===== src/rtl/ddr3_rw_arb.sv =====
// Round-robin arbiter and burst sequencer sharing one DDR3 AXI command port between write and read.
// Command outputs are registered images of the FSM state, so they trail each state change by one cycle.
module ddr3_rw_arb #(
    parameter int unsigned                CTRL_ADDR_WIDTH = 28,
    parameter int unsigned                MEM_SPACE_AW    = 18,
    parameter int unsigned                BURST_LEN       = 16,
    parameter logic [CTRL_ADDR_WIDTH-1:0] WR_BASE         = 28'h0000000,
    parameter logic [CTRL_ADDR_WIDTH-1:0] RD_BASE         = 28'h0000000,
    parameter int unsigned                TIMEOUT         = 1023
) (
    input  logic                       clk,
    input  logic                       rst_n,
    input  logic                       wr_req,
    input  logic                       rd_req,
    input  logic                       frame_sync,
    output logic                       write_en,
    output logic [CTRL_ADDR_WIDTH-1:0] ddr3_wr_addr,
    input  logic                       write_done_p,
    output logic                       read_en,
    output logic [CTRL_ADDR_WIDTH-1:0] ddr3_rd_addr,
    input  logic                       read_done_p,
    output logic [3:0]                 ddr3_axi_len,
    output logic [3:0]                 ddr3_axi_id,
    output logic                       ddr3_axi_ap,
    output logic                       busy,
    output logic [15:0]                wr_burst_cnt,
    output logic [15:0]                rd_burst_cnt,
    output logic                       err_flag
);

    typedef enum logic [1:0] {S_IDLE, S_WR, S_RD} state_t;
    typedef enum logic {G_WR, G_RD} grant_t;

    localparam int unsigned             WD_W     = (TIMEOUT < 2) ? 1 : $clog2(TIMEOUT + 1);
    localparam logic [WD_W-1:0]         WD_LAST  = WD_W'(TIMEOUT - 1);
    localparam logic [MEM_SPACE_AW-1:0] PTR_STEP = MEM_SPACE_AW'(BURST_LEN * 8);
    localparam logic [3:0]              AXI_LEN  = 4'(BURST_LEN - 1);

    state_t                      state_q, state_d;
    grant_t                      last_grant_q, last_grant_d;
    logic                        sync_pend_q, sync_pend_d;
    logic [MEM_SPACE_AW-1:0]     wr_ptr_q, wr_ptr_d, rd_ptr_q, rd_ptr_d;
    logic [WD_W-1:0]             wdog_q, wdog_d;
    logic                        err_q, err_d;
    logic                        wr_fin_q, wr_fin_d, rd_fin_q, rd_fin_d;
    logic [15:0]                 wr_cnt_q, wr_cnt_d, rd_cnt_q, rd_cnt_d;
    logic                        write_en_q, write_en_d, read_en_q, read_en_d;
    logic                        busy_q, busy_d;
    logic [3:0]                  id_q, id_d;
    logic [CTRL_ADDR_WIDTH-1:0]  wr_addr_q, wr_addr_d, rd_addr_q, rd_addr_d;

    // NOTE: every register, memory-free datapath included, takes its reset value asynchronously.
    always_ff @(posedge clk or negedge rst_n) begin
        if (!rst_n) begin
            state_q      <= S_IDLE;
            last_grant_q <= G_RD;
            sync_pend_q  <= 1'b0;
            wr_ptr_q     <= '0;
            rd_ptr_q     <= '0;
            wdog_q       <= '0;
            err_q        <= 1'b0;
            wr_fin_q     <= 1'b0;
            rd_fin_q     <= 1'b0;
            wr_cnt_q     <= '0;
            rd_cnt_q     <= '0;
            write_en_q   <= 1'b0;
            read_en_q    <= 1'b0;
            busy_q       <= 1'b0;
            id_q         <= '0;
            wr_addr_q    <= WR_BASE;
            rd_addr_q    <= RD_BASE;
        end else begin
            state_q      <= state_d;
            last_grant_q <= last_grant_d;
            sync_pend_q  <= sync_pend_d;
            wr_ptr_q     <= wr_ptr_d;
            rd_ptr_q     <= rd_ptr_d;
            wdog_q       <= wdog_d;
            err_q        <= err_d;
            wr_fin_q     <= wr_fin_d;
            rd_fin_q     <= rd_fin_d;
            wr_cnt_q     <= wr_cnt_d;
            rd_cnt_q     <= rd_cnt_d;
            write_en_q   <= write_en_d;
            read_en_q    <= read_en_d;
            busy_q       <= busy_d;
            id_q         <= id_d;
            wr_addr_q    <= wr_addr_d;
            rd_addr_q    <= rd_addr_d;
        end
    end

    // NOTE: every variable gets a default first so no path through the case infers a latch.
    always_comb begin
        state_d      = state_q;
        last_grant_d = last_grant_q;
        sync_pend_d  = sync_pend_q | frame_sync;
        wr_ptr_d     = wr_ptr_q;
        rd_ptr_d     = rd_ptr_q;
        wdog_d       = wdog_q + WD_W'(1);
        err_d        = err_q;
        wr_fin_d     = 1'b0;
        rd_fin_d     = 1'b0;
        wr_cnt_d     = wr_cnt_q + 16'(wr_fin_q);
        rd_cnt_d     = rd_cnt_q + 16'(rd_fin_q);

        unique case (state_q)
            S_IDLE: begin
                wdog_d = '0;
                if (sync_pend_q) begin
                    // Rewind takes the whole idle cycle; a frame_sync arriving now stays pending.
                    wr_ptr_d    = '0;
                    rd_ptr_d    = '0;
                    sync_pend_d = frame_sync;
                end else if (wr_req && (!rd_req || last_grant_q == G_RD)) begin
                    state_d = S_WR;
                end else if (rd_req) begin
                    state_d = S_RD;
                end
            end
            S_WR: begin
                if (write_done_p) begin
                    state_d      = S_IDLE;
                    wr_ptr_d     = wr_ptr_q + PTR_STEP;
                    wr_fin_d     = 1'b1;
                    last_grant_d = G_WR;
                end else if (wdog_q == WD_LAST) begin
                    state_d = S_IDLE;
                    err_d   = 1'b1;
                end
            end
            S_RD: begin
                if (read_done_p) begin
                    state_d      = S_IDLE;
                    rd_ptr_d     = rd_ptr_q + PTR_STEP;
                    rd_fin_d     = 1'b1;
                    last_grant_d = G_RD;
                end else if (wdog_q == WD_LAST) begin
                    state_d = S_IDLE;
                    err_d   = 1'b1;
                end
            end
            default: state_d = S_IDLE;
        endcase
    end

    always_comb begin
        write_en_d = (state_q == S_WR);
        read_en_d  = (state_q == S_RD);
        busy_d     = (state_q != S_IDLE);
        id_d       = id_q;
        if (state_q == S_WR) begin
            id_d = 4'd0;
        end else if (state_q == S_RD) begin
            id_d = 4'd1;
        end
        wr_addr_d = WR_BASE + CTRL_ADDR_WIDTH'(wr_ptr_q);
        rd_addr_d = RD_BASE + CTRL_ADDR_WIDTH'(rd_ptr_q);
    end

    assign write_en     = write_en_q;
    assign read_en      = read_en_q;
    assign busy         = busy_q;
    assign ddr3_axi_id  = id_q;
    assign ddr3_wr_addr = wr_addr_q;
    assign ddr3_rd_addr = rd_addr_q;
    assign wr_burst_cnt = wr_cnt_q;
    assign rd_burst_cnt = rd_cnt_q;
    assign err_flag     = err_q;
    assign ddr3_axi_len = AXI_LEN;
    assign ddr3_axi_ap  = 1'b0;

endmodule


===== config.mk =====
export PLATFORM = sky130hd
export DESIGN_NAME = ddr3_rw_arb
export DESIGN_NICKNAME = d
export VERILOG_FILES = /design/src/rtl/ddr3_rw_arb.sv
export SDC_FILE = /design/constraint.sdc
export NUM_CORES = 1
export LEC_CHECK = 0
export ABC_AREA = 1
export BUFFER_PORTS_ARGS = -buffer_cell sky130_fd_sc_hd__buf_4
export CORE_UTILIZATION = 50
export CTS_BUF_LIST = sky130_fd_sc_hd__clkbuf_4 sky130_fd_sc_hd__clkbuf_8
export DETAILED_ROUTE_END_ITERATION = 6
export PLACE_DENSITY_LB_ADDON = 0.12
export SYNTH_ARGS = -nofsm -noshare
export SYNTH_HDL_FRONTEND = slang
export SYNTH_SLANG_ARGS = --single-unit

===== constraint.sdc =====
create_clock -name clk -period 2.2 [get_ports clk]
set_input_delay 0.11 -clock clk [delete_from_list [all_inputs] [get_ports clk]]
set_output_delay 0.11 -clock clk [all_outputs]
set_load 0.05 [all_outputs]

==> metrics <==
synth cell count leaders=nand2_1, dfrtp_1, inv_1, nor2_1, buf_4; post-synthesis register bit count=97; relative slew slack=64.1%; Crit Path Class=reg -> reg; Min-Delay Path Depth=3; number of flops mapped to enable cells by yosys=0; diode count=0; setup TNS=0 ns; share of cells above drive strength 1=17.8%; number of max-slew violations in the final report=0; Ys Warns=0; setup repair bufs after CTS=0; ys async rst share=100%; top area cells in the synthesized netlist=dfrtp_1, nand2_1, buf_4; clk sinks=97; row count=34; number of global-route vias before repair=3181; die width=98.3 um; initial DRC count=149; internal power=2.97 mW; total wire length=8470 um; Setup crit end kind=flip-flop; sw frac=41.1%; Synth top area share=51.8%; Mapped Cells=505; Chip Height=98.3 um; worst r2r path cells=7; antenna violations before repair=0; distinct cell type count after synthesis=36; Critical Path AT=2.23 ns; final net count=598; outcome=finished, final reports clean; post-route ant nets=0; Reg2Reg Setup Slack=0.23 ns; clock-pin transition on the worst setup and hold timing paths=0.08 ns; hold_sp=read_done_p; Clk Latency, worst-skew pair=0.37 ns; RSZ-0062 raised after global routing=no; final worst-path cycle share=89.7%; # placed instances=674; Hold Crit Class=in -> reg; Area growth, synth to finish=14.3%; Total Routing Usage GR=18.6%; critical path data required time=2.45 ns; Placement Setup Slack=0.150 ns; Final Skew=0.0124 ns; CTS buffer count=9; CTS tree=yes; Tmin final=1.97 ns; largest net degree at the start of global routing=44; worst-path fanout max=11; GP Congestion=0.803; worst r2r src=state_q[0]$_DFFE_PN0P_; CP startpoint kind=flip-flop; FMAX=507 MHz; Psw=2.07 mW; Finish-stage setup viols=0; Buffers on Ports=65; Final WS setup=0.226 ns; HPWL after DPL=6140 um; first-pass GRT wire length=14400 um; mean routed wirelength per cell=12.3 um; GR Overflow Total=0; Initial Utilization=52.4%; most frequent cell after synthesis=nand2_1; io pins=108; top_reg_cell synth=dfrtp_1; full die area=0.00966 mm^2; mean post-synth cell area=9.18 um^2; PwrDens=950 mW/mm^2; Post-Syn Area=0.00464 mm^2; Crit Reg-Reg Endpoint=wr_ptr_q[17]$_DFFE_PN0P_; area leader, netlist=dfrtp_1; Flop pwr share=43.3%; clock buffer depth=2; Comb pwr share=34.3%; Hold Path Sink=last_grant_q$_DFFE_PN1P_; # H-tree levels=3; DRC Markers=0; drt pass-1 iters=6; Final Hold Violating Endpoints=0; vias=3398; Pleak=2.73 nW; Clock Power Share=22.4%; Max Cap Viol=0; Slew @ Worst Pin=0.538 ns; post-synthesis sequential area ratio=52.4%; Core ar.=0.00885 mm^2; Vias/cell=4.92; worst vdd ir=0.523 mV; root buf cell=clkbuf_8; Non-Filler Instances=691
==> power by group through the flow <==
stage               Clock (mW)  Combinational (mW)  Sequential (mW)
detailed placement           0                1.71             2.21
floorplan                    0               0.941             2.62
global route              1.24                1.86             2.21
finish                    1.13                1.73             2.18
CTS                       1.17                1.73             2.18
global placement             0                1.68             2.21
==> layout by cell type (no fill, tap or decap), types with 2 or more instances in the layout <==
cell	instances
conb_1	42
xnor2_1	7
xor2_1	20
nor2_2	3
nor3_2	2
clkbuf_8	9
nand2_4	2
nor2_1	50
nand2_1	97
nand2_2	3
ha_1	12
a21oi_1	8
inv_6	2
o21bai_1	2
nand3_1	37
dlygate4sd3_1	2
buf_4	67
or2_2	4
dfrtp_1	96
clkinv_2	2
nand4_1	14
inv_1	54
nor3_1	8
o21ai_0	23
==> registers in the layout, summed over array words and instances (netlist names), 2 cells and up <==
name / count
wr_burst_cnt: 16
rd_ptr_q: 11
state_q: 2
ddr3_rd_addr: 11
wr_ptr_q: 11
wdog_q: 10
ddr3_wr_addr: 11
rd_burst_cnt: 16
==> how the worst max path moves through the flow <==
stage	end	depth (start not counted)	slack (ns)	startpoint
floorplan	wr_burst_cnt[12]$_DFF_PN0_	6	0.42	wr_burst_cnt[0]$_DFF_PN0_
global placement	wr_ptr_q[17]$_DFFE_PN0P_	7	0.21	state_q[0]$_DFFE_PN0P_
detailed placement	wr_ptr_q[17]$_DFFE_PN0P_	7	0.15	state_q[0]$_DFFE_PN0P_
CTS	wr_ptr_q[17]$_DFFE_PN0P_	7	0.12	state_q[0]$_DFFE_PN0P_
global route	wr_ptr_q[17]$_DFFE_PN0P_	7	0.08	state_q[0]$_DFFE_PN0P_
finish	wr_ptr_q[17]$_DFFE_PN0P_	7	0.23	state_q[0]$_DFFE_PN0P_
==> final cells by class <==
class                   instances  area (um^2)
well taps                     108          135
clock inverters                 5         56.3
inverters                      56          218
repair buffers                 70          543
clock buffers                  10          131
flip-flops and latches         97         2430
multi-input cells             345         1790
fillers                       776         3550
==> layer usage <==
layer  vias up  routed length, um  GRT usage, %  part of all wire (%)
met5         -                  0             0                     0
li1       1669                  -             -                     -
met4         0                101          6.77                   1.2
met2       103               4020          29.7                    47
met3         9                365          4.22                   4.3
met1      1617               3990          25.1                    47
==> cells by family after synthesis <==
logic type,synth area share [%]
other,0.162
flip-flops,52.4
buffers and inverters,12.5
adder cells (fa/ha/maj),3.24
AND/OR/NAND/NOR,21.9
AO/OA/AOI/OAI,4.70
XOR/XNOR,5.10
==> repair_timing <==
item,in CTS,in global routing
hold buffers,2,0
resized for setup,0,1
endpoints found under the hold margin,41,0
setup endpoints to repair,0,1
==> critical path: stages, from the launching register on <==
cell and delay [ns]:
dfrtp_1 0.44, inv_1 0.10, ha_1 0.47, nand2_4 0.15, a21oi_4 0.34, nand3_1 0.14, o21ai_0 0.17, nor2_1 0.05
==> through the flow <==
step	utilization, %	hold slack (ns)	power, mW	cell area, um^2
floorplan	-	-0.186	3.56	4790
global placement	57.4	0.130	3.88	5080
detailed placement	57.4	0.134	3.92	5080
CTS	59.8	0.0568	5.07	5290
global route	59.9	0.0732	5.30	5300
finish	59.9	0.0712	5.03	5300
Power figures use the tool's default switching activity.
